File: config.mk
export PLATFORM = sky130hd
export DESIGN_NAME = spi_reg_master
export DESIGN_NICKNAME = d
export VERILOG_FILES = /design/src/rtl/spi_reg_pkg.sv /design/src/rtl/spi_half_period_timer.sv /design/src/rtl/spi_reg_master.sv
export SDC_FILE = /design/constraint.sdc
export NUM_CORES = 1
export LEC_CHECK = 0
export CAP_MARGIN = 25
export CORE_ASPECT_RATIO = 1.25
export CORE_MARGIN = 4
export CORE_UTILIZATION = 48
export CTS_CLUSTER_SIZE = 30
export DETAILED_ROUTE_END_ITERATION = 10
export PLACE_DENSITY = 0.68
export SLEW_MARGIN = 20
export SYNTH_ARGS = -nofsm -noshare
export SYNTH_HDL_FRONTEND = slang
export SYNTH_HIERARCHICAL = 1
export SYNTH_SLANG_ARGS = --single-unit
File: constraint.sdc
create_clock -name axi_aclk -period 3.5 [get_ports axi_aclk]
set_input_delay 0.525 -clock axi_aclk [delete_from_list [all_inputs] [get_ports axi_aclk]]
set_output_delay 0.525 -clock axi_aclk [all_outputs]
set_load 0.005 [all_outputs]
File: src/rtl/spi_reg_pkg.sv
// Shared types and register-map constants for the register-driven SPI master.
// Ctrl-word bit positions mirror the AXI register file's field layout.
package spi_reg_pkg;

    typedef enum logic [2:0] {
        ST_IDLE,
        ST_SETUP,
        ST_LEAD,
        ST_TRAIL,
        ST_HOLD
    } state_e;

    // Word offsets inside the register file
    localparam int unsigned REG_TX_IDX     = 0;
    localparam int unsigned REG_CTRL_IDX   = 1;
    localparam int unsigned REG_STATUS_IDX = 2;
    localparam int unsigned REG_RX_IDX     = 3;

    // Ctrl-word field positions
    localparam int unsigned CTRL_START_BIT = 0;
    localparam int unsigned CTRL_NBITS_LSB = 1;
    localparam int unsigned CTRL_NBITS_W   = 5;
    localparam int unsigned CTRL_CPOL_BIT  = 6;
    localparam int unsigned CTRL_CPHA_BIT  = 7;
    localparam int unsigned CTRL_OE_BIT    = 8;
    localparam int unsigned CTRL_DIV_LSB   = 16;

endpackage

File: src/rtl/spi_half_period_timer.sv
// Half-period down-counter: loads H-1 on every FSM state entry and flags the
// last clock of the half period with a one-cycle tick.
module spi_half_period_timer
    import spi_reg_pkg::*;
#(
    parameter int unsigned W = 8
) (
    input  logic         clk_i,
    input  logic         rst_i,
    input  logic         load_i,
    input  logic [W-1:0] load_val_i,
    output logic         tick_o
);

    logic [W-1:0] cnt_q, cnt_d;

    always_comb begin
        cnt_d = cnt_q;
        if (load_i) begin
            cnt_d = load_val_i;
        end else if (cnt_q != '0) begin
            cnt_d = cnt_q - W'(1);
        end
    end

    always_ff @(posedge clk_i) begin
        if (rst_i) begin
            cnt_q <= '0;
        end else begin
            cnt_q <= cnt_d;
        end
    end

    always_comb begin
        tick_o = (cnt_q == '0);
    end

endmodule

File: src/rtl/spi_reg_master.sv
// Register-driven full-duplex SPI master (1-32 bits, MSB first, all four modes).
// Optional SPI_REG_MASTER_LOOPBACK_EN adds a `loopback` input feeding mosi back to the sampler.
module spi_reg_master
    import spi_reg_pkg::*;
#(
    parameter int unsigned DIV_W = 8
) (
    input  logic             axi_aclk,
    input  logic             axi_reset,
    input  logic             start,
    input  logic [31:0]      tx_data,
    input  logic [4:0]       nbits_m1,
    input  logic [DIV_W-1:0] clk_div,
    input  logic             cpol,
    input  logic             cpha,
    input  logic             oe,
    output logic             busy,
    output logic             done,
    output logic [31:0]      rx_data,
    output logic             sck_o,
    output logic             sck_t,
    output logic             mosi_o,
    output logic             mosi_t,
    output logic             ss_o,
    output logic             ss_t,
    input  logic             miso_i
`ifdef SPI_REG_MASTER_LOOPBACK_EN
    ,
    input  logic             loopback
`endif
);

    state_e           state_q, state_d;
    logic             tick, load, accept, sample_bit;
    logic [DIV_W-1:0] load_val;
    logic [DIV_W-1:0] div_q, div_d;
    logic             cpol_q, cpol_d, cpha_q, cpha_d;
    logic [4:0]       bit_cnt_q, bit_cnt_d;
    logic [31:0]      tx_sh_q, tx_sh_d, rx_sh_q, rx_sh_d, rx_q, rx_d, aligned;
    logic             sck_q, sck_d, mosi_q, mosi_d, done_q, done_d;

    spi_half_period_timer #(.W(DIV_W)) u_timer (
        .clk_i      (axi_aclk),
        .rst_i      (axi_reset),
        .load_i     (load),
        .load_val_i (load_val),
        .tick_o     (tick)
    );

    always_ff @(posedge axi_aclk) begin
        if (axi_reset) begin
            state_q <= ST_IDLE;
        end else begin
            state_q <= state_d;
        end
    end

    always_comb begin
        accept  = (state_q == ST_IDLE) && start;
        state_d = state_q;
        case (state_q)
            ST_IDLE:  if (start) state_d = ST_SETUP;
            ST_SETUP: if (tick)  state_d = ST_LEAD;
            ST_LEAD:  if (tick)  state_d = ST_TRAIL;
            ST_TRAIL: if (tick)  state_d = (bit_cnt_q == '0) ? ST_HOLD : ST_LEAD;
            ST_HOLD:  if (tick)  state_d = ST_IDLE;
            default:             state_d = ST_IDLE;
        endcase
    end

    always_comb begin
        busy     = (state_q != ST_IDLE);
        ss_o     = (state_q == ST_IDLE);
        load     = (state_d != state_q);
        load_val = accept ? clk_div : div_q;
        sck_o    = sck_q;
        mosi_o   = mosi_q;
        done     = done_q;
        rx_data  = rx_q;
        sck_t    = ~oe;
        mosi_t   = ~oe;
        ss_t     = ~oe;
    end

    always_comb begin
`ifdef SPI_REG_MASTER_LOOPBACK_EN
        sample_bit = loopback ? mosi_q : miso_i;
`else
        sample_bit = miso_i;
`endif
    end

    // Transmit word is left-justified so the first bit always sits at bit 31
    always_comb begin
        aligned   = tx_data << (5'd31 - nbits_m1);
        div_d     = div_q;
        cpol_d    = cpol_q;
        cpha_d    = cpha_q;
        bit_cnt_d = bit_cnt_q;
        tx_sh_d   = tx_sh_q;
        rx_sh_d   = rx_sh_q;
        rx_d      = rx_q;
        sck_d     = sck_q;
        mosi_d    = mosi_q;
        done_d    = done_q;
        if (accept) begin
            div_d     = clk_div;
            cpol_d    = cpol;
            cpha_d    = cpha;
            bit_cnt_d = nbits_m1;
            rx_sh_d   = '0;
            done_d    = 1'b0;
            sck_d     = cpol;
            if (cpha) begin
                mosi_d  = 1'b0;
                tx_sh_d = aligned;
            end else begin
                mosi_d  = aligned[31];
                tx_sh_d = aligned << 1;
            end
        end else if (state_q == ST_IDLE) begin
            sck_d  = cpol;
            mosi_d = 1'b0;
        end else if (load) begin
            case (state_d)
                ST_LEAD: begin
                    sck_d = ~sck_q;
                    if (state_q == ST_TRAIL) bit_cnt_d = bit_cnt_q - 5'd1;
                    if (cpha_q) begin
                        mosi_d  = tx_sh_q[31];
                        tx_sh_d = tx_sh_q << 1;
                    end
                end
                ST_TRAIL: begin
                    sck_d = ~sck_q;
                    if (!cpha_q) begin
                        mosi_d  = tx_sh_q[31];
                        tx_sh_d = tx_sh_q << 1;
                    end
                end
                ST_HOLD: sck_d = cpol_q;
                ST_IDLE: begin
                    done_d = 1'b1;
                    rx_d   = rx_sh_q;
                    mosi_d = 1'b0;
                end
                default: ;
            endcase
        end
        if (tick && ((state_q == ST_LEAD && !cpha_q) || (state_q == ST_TRAIL && cpha_q))) begin
            rx_sh_d = {rx_sh_q[30:0], sample_bit};
        end
    end

    always_ff @(posedge axi_aclk) begin
        if (axi_reset) begin
            div_q     <= '0;
            cpol_q    <= 1'b0;
            cpha_q    <= 1'b0;
            bit_cnt_q <= '0;
            tx_sh_q   <= '0;
            rx_sh_q   <= '0;
            rx_q      <= '0;
            sck_q     <= 1'b0;
            mosi_q    <= 1'b0;
            done_q    <= 1'b0;
        end else begin
            div_q     <= div_d;
            cpol_q    <= cpol_d;
            cpha_q    <= cpha_d;
            bit_cnt_q <= bit_cnt_d;
            tx_sh_q   <= tx_sh_d;
            rx_sh_q   <= rx_sh_d;
            rx_q      <= rx_d;
            sck_q     <= sck_d;
            mosi_q    <= mosi_d;
            done_q    <= done_d;
        end
    end

endmodule

==> impl_results.md <==
* Status: completed
* Largest family of logic cells by synthesized area: simple AND/OR/NAND/NOR gates
* Clock Path Buffers at 2
* Worst Skew at 13.9 ps
* Drt via density at 5.87
* Setup tns final at 0 ps
* I/O Buffers at 91
* Htree depth at 4
* Reg2reg setup slack at 350 ps
* Mux share of post-synthesis cell area at 16.6%
* Die width at 119 um
* GRT met1 Usage at 26.9%
* Core ar. at 0.0151 sq mm
* Worst Reg-to-Reg Cells at 8
* I/O Pins at 92
* Post-placement cell count at 1156
* Fill cell count at 1433
* Met3 global-route usage at 3.16%
* Cts bufs inserted at 17
* Switching pwr at 1.77 mW
* Layout cells sized above 1 at 13.4%
* Tmin final at 3150 ps
* Compound-Gate Fraction of Synth Area at 18.9%
* Hold buffers post-CTS at 0
* Via count at 6979
* Ranking of synthesized cells by area: dfxtp_1 (34%), nand2_1 (9.0%), mux4_2 (7.6%), a21oi_1 (6.2%), mux2i_1 (4.6%)
* Gate count of the mapped netlist at 915
* Number of routed nets with antenna violations at 0
* Total wire length at 19.6 mm
* Yosys reg bits at 125
* Delay of the slowest cell on the worst path at 540 ps
* Root Driver: clkbuf_16
* Worst-path clk slew at 60 ps
* Predominant post-synthesis flop cell: dfxtp_1
* Worst-Margin Slew at 784 ps
* Average size of a mapped cell at 8.15 sq um
* Cell accounting for the most synthesized area: dfxtp_1
* Clock sink total at 125
* Clk pwr share at 34.5%
* Vias in the first global route at 6688
* HPWL after DPL at 13.8 mm
* Post-Synth Simple-Gate Area at 23.4%
* RSZ-0062 raised after global routing: false
* Pwr/cell area at 563 mW/mm^2
* FMAX at 318 MHz
* Cell Count, Final, Fillers Out at 1188
* Type of the worst min-delay path: flop to flop
* Routability cong. at 0.968
* Post-CTS Setup Inserts at 0
* Post-synthesis instance area at 0.00746 sq mm
* Max_cap viols at 0
* Area delta synth->final at 21.0%
* Post-synth top area share at 33.6%
* GRT Overall Usage at 22.5%
* Die Ht at 147 um
* Switching share of total power at 34.8%
* Syn Nets at 970
* Crit path kind: flop to flop
* Startpoint class of the critical path: flop
* Post-synth cell types at 74
* Ant diodes at 0
* First-pass iteration count of the detailed router at 7
* Final Hold Viols at 0
* Maximum vdd ir drop at 0.000335 V
* Iter 0 DRT Violations at 550
* Avg WL per Cell at 16.5 um
* Hold slack at 452 ps
* Seq/Total Area, Yosys at 33.6%
* CP max FO at 15
* Combinational power share at 31.0%
* TritonCTS clock tree: done
* Worst-Skew Late Latency at 410 ps
* Critical path cell sequence: nor4_4 -> and4bb_1 -> nor2b_1 -> o2111ai_1 -> mux2i_4 -> nor2_4 -> a2111oi_0 -> nor3_1
* Layer with the highest usage: met2
* Global-route wire length before repair at 32.7 mm
* Part of the power in registers at 34.5%
* Pin count of the biggest net entering global routing at 68
* Pleak at 3.10 nW
* Critical path endpoint category: flop
* Max-slew violations at 0
* Int Pwr at 3.32 mW
* Critical Path Slowest Stage Cell: and4bb_1
* WP data arrival at 3420 ps
* Post-CTS sizing at 0
* Die Area at 0.0176 sq mm
* Initial antenna violation count at 0
* Nets at 1022
* Post-synth EDFFs at 0
* Final setup fails at 0
* Grt met2 use at 38.7%
* Ys Warns at 6
* Row Count at 50
* Async SR Flop Fraction at 0%
* Initial core utilization at 49.3%
* Final period util at 89.9%
* Worst Hold Depth at 2
* Slew headroom at 47.6%
* Residual DRC count at 0
* Worst EP required at 3770 ps
* Total gr overflow at 0
* Post-Synth Adder-Cell Area at 0.503%
* XOR/XNOR share of the synthesized area at 1.06%
path summary, 6_finish.rpt:
path	start	to
worst max-delay path	u_timer/cnt_q[3]	tx_sh_q[13]
worst min-delay path	rx_data[30]	rx_data[30]
worst max register to register	u_timer/cnt_q[3]	tx_sh_q[13]
worst min register to register	rx_data[30]	rx_data[30]
routing by layer:
layer | vias to the layer above | routed length [um]
met1 | 3273 | 8090
li1 | 3407 | -
met5 | - | 0
met2 | 230 | 9800
met4 | 0 | 948
met3 | 69 | 798
power by group through the flow:
stage               logic [mW]  registers, mW  clock network (mW)
global placement          1.55           1.78                   0
global route              1.74           1.78                1.86
CTS                       1.57           1.75                1.78
detailed placement        1.57           1.78                   0
floorplan                 1.22           1.73                   0
finish                    1.57           1.75                1.75
sequential cells by signal, summed over array words and instances (netlist names):
register       count
sck_o              1
state_q            3
cpha_q             1
rx_sh_q           32
div_q              8
rx_data           32
bit_cnt_q          5
tx_sh_q           32
done               1
cpol_q             1
u_timer/cnt_q      8
mosi_o             1
through the flow:
step	setup slack, ps	instance area, sq um	util (%)	total power [mW]
6_report	355	9020	59.6	5.08
3_3_place_gp	432	8430	55.7	3.33
5_1_grt	40.0	9020	59.6	5.37
2_1_floorplan	846	7460	-	2.95
3_5_place_dp	346	8430	55.7	3.34
4_1_cts	329	9020	59.6	5.11
cell families (layout without fill, tap and decap cells):
| family | count (synthesis) | after routing |
|---|---|---|
| AO/OA/AOI/OAI | 213 | 213 |
| buffers and inverters | 94 | 159 |
| adder cells (fa/ha/maj) | 3 | 3 |
| AND/OR/NAND/NOR | 383 | 383 |
| flip-flops | 125 | 125 |
| multiplexers | 88 | 88 |
| XOR/XNOR | 9 | 9 |
cell usage after synthesis (all sizes together) (8+ instances only):
cell and n:
o22ai 8, o211ai 9, nor3 31, mux4 25, inv 14, nand2 178, o21ai 19, nand3 43
a21oi 92, nor2 75, nand2b 12, a211oi 23, clkbuf 53, nor2b 9, buf 27, mux2i 35
dfxtp 125, mux2 28
layout by cell type, fill, tap and decap left out, types with 4 or more instances in the layout:
master | synthesis | layout
mux2i_1 | 34 | 34
a22oi_1 | 5 | 5
o221ai_1 | 7 | 7
a2111oi_2 | 4 | 4
nor2b_1 | 9 | 9
mux2_2 | 28 | 28
o32ai_1 | 4 | 4
inv_6 | 0 | 5
nand2b_1 | 12 | 12
mux4_2 | 25 | 25
and2_1 | 5 | 5
inv_8 | 0 | 5
a211oi_1 | 22 | 22
o22ai_1 | 8 | 8
a221oi_1 | 4 | 4
clkbuf_16 | 0 | 17
nor2_1 | 73 | 73
a311oi_1 | 4 | 4
nand3_1 | 43 | 43
o211ai_1 | 8 | 8
xor2_1 | 4 | 4
a21oi_1 | 92 | 92
buf_4 | 6 | 21
o2111ai_1 | 5 | 5
nand2_1 | 178 | 178
o21ai_0 | 16 | 16
or2_2 | 5 | 5
nor3_1 | 31 | 31
xnor2_1 | 5 | 5
nor4_1 | 4 | 4
clkdlybuf4s50_1 | 0 | 88
dfxtp_1 | 125 | 125
inv_1 | 14 | 14
area by class of cell:
type | count | area [sq um] | share of cell area (%)
Multi-Input combinational cell | 696 | 4530 | 50.1
Clock inverter | 15 | 170 | 1.89
Clock buffer | 17 | 425 | 4.71
Inverter | 14 | 52.6 | 0.582
Timing Repair Buffer | 113 | 1090 | 12.1
Sequential cell | 125 | 2500 | 27.7
Tap cell | 208 | 260 | 2.88
critical path, delay by kind of cell (launching register included):
| family | cells | cell delay [ps] |
|---|---|---|
| compound gates | 2 | 640 |
| flops | 1 | 360 |
| mux | 1 | 480 |
| simple gates | 5 | 1530 |
Power figures use the tool's default switching activity.
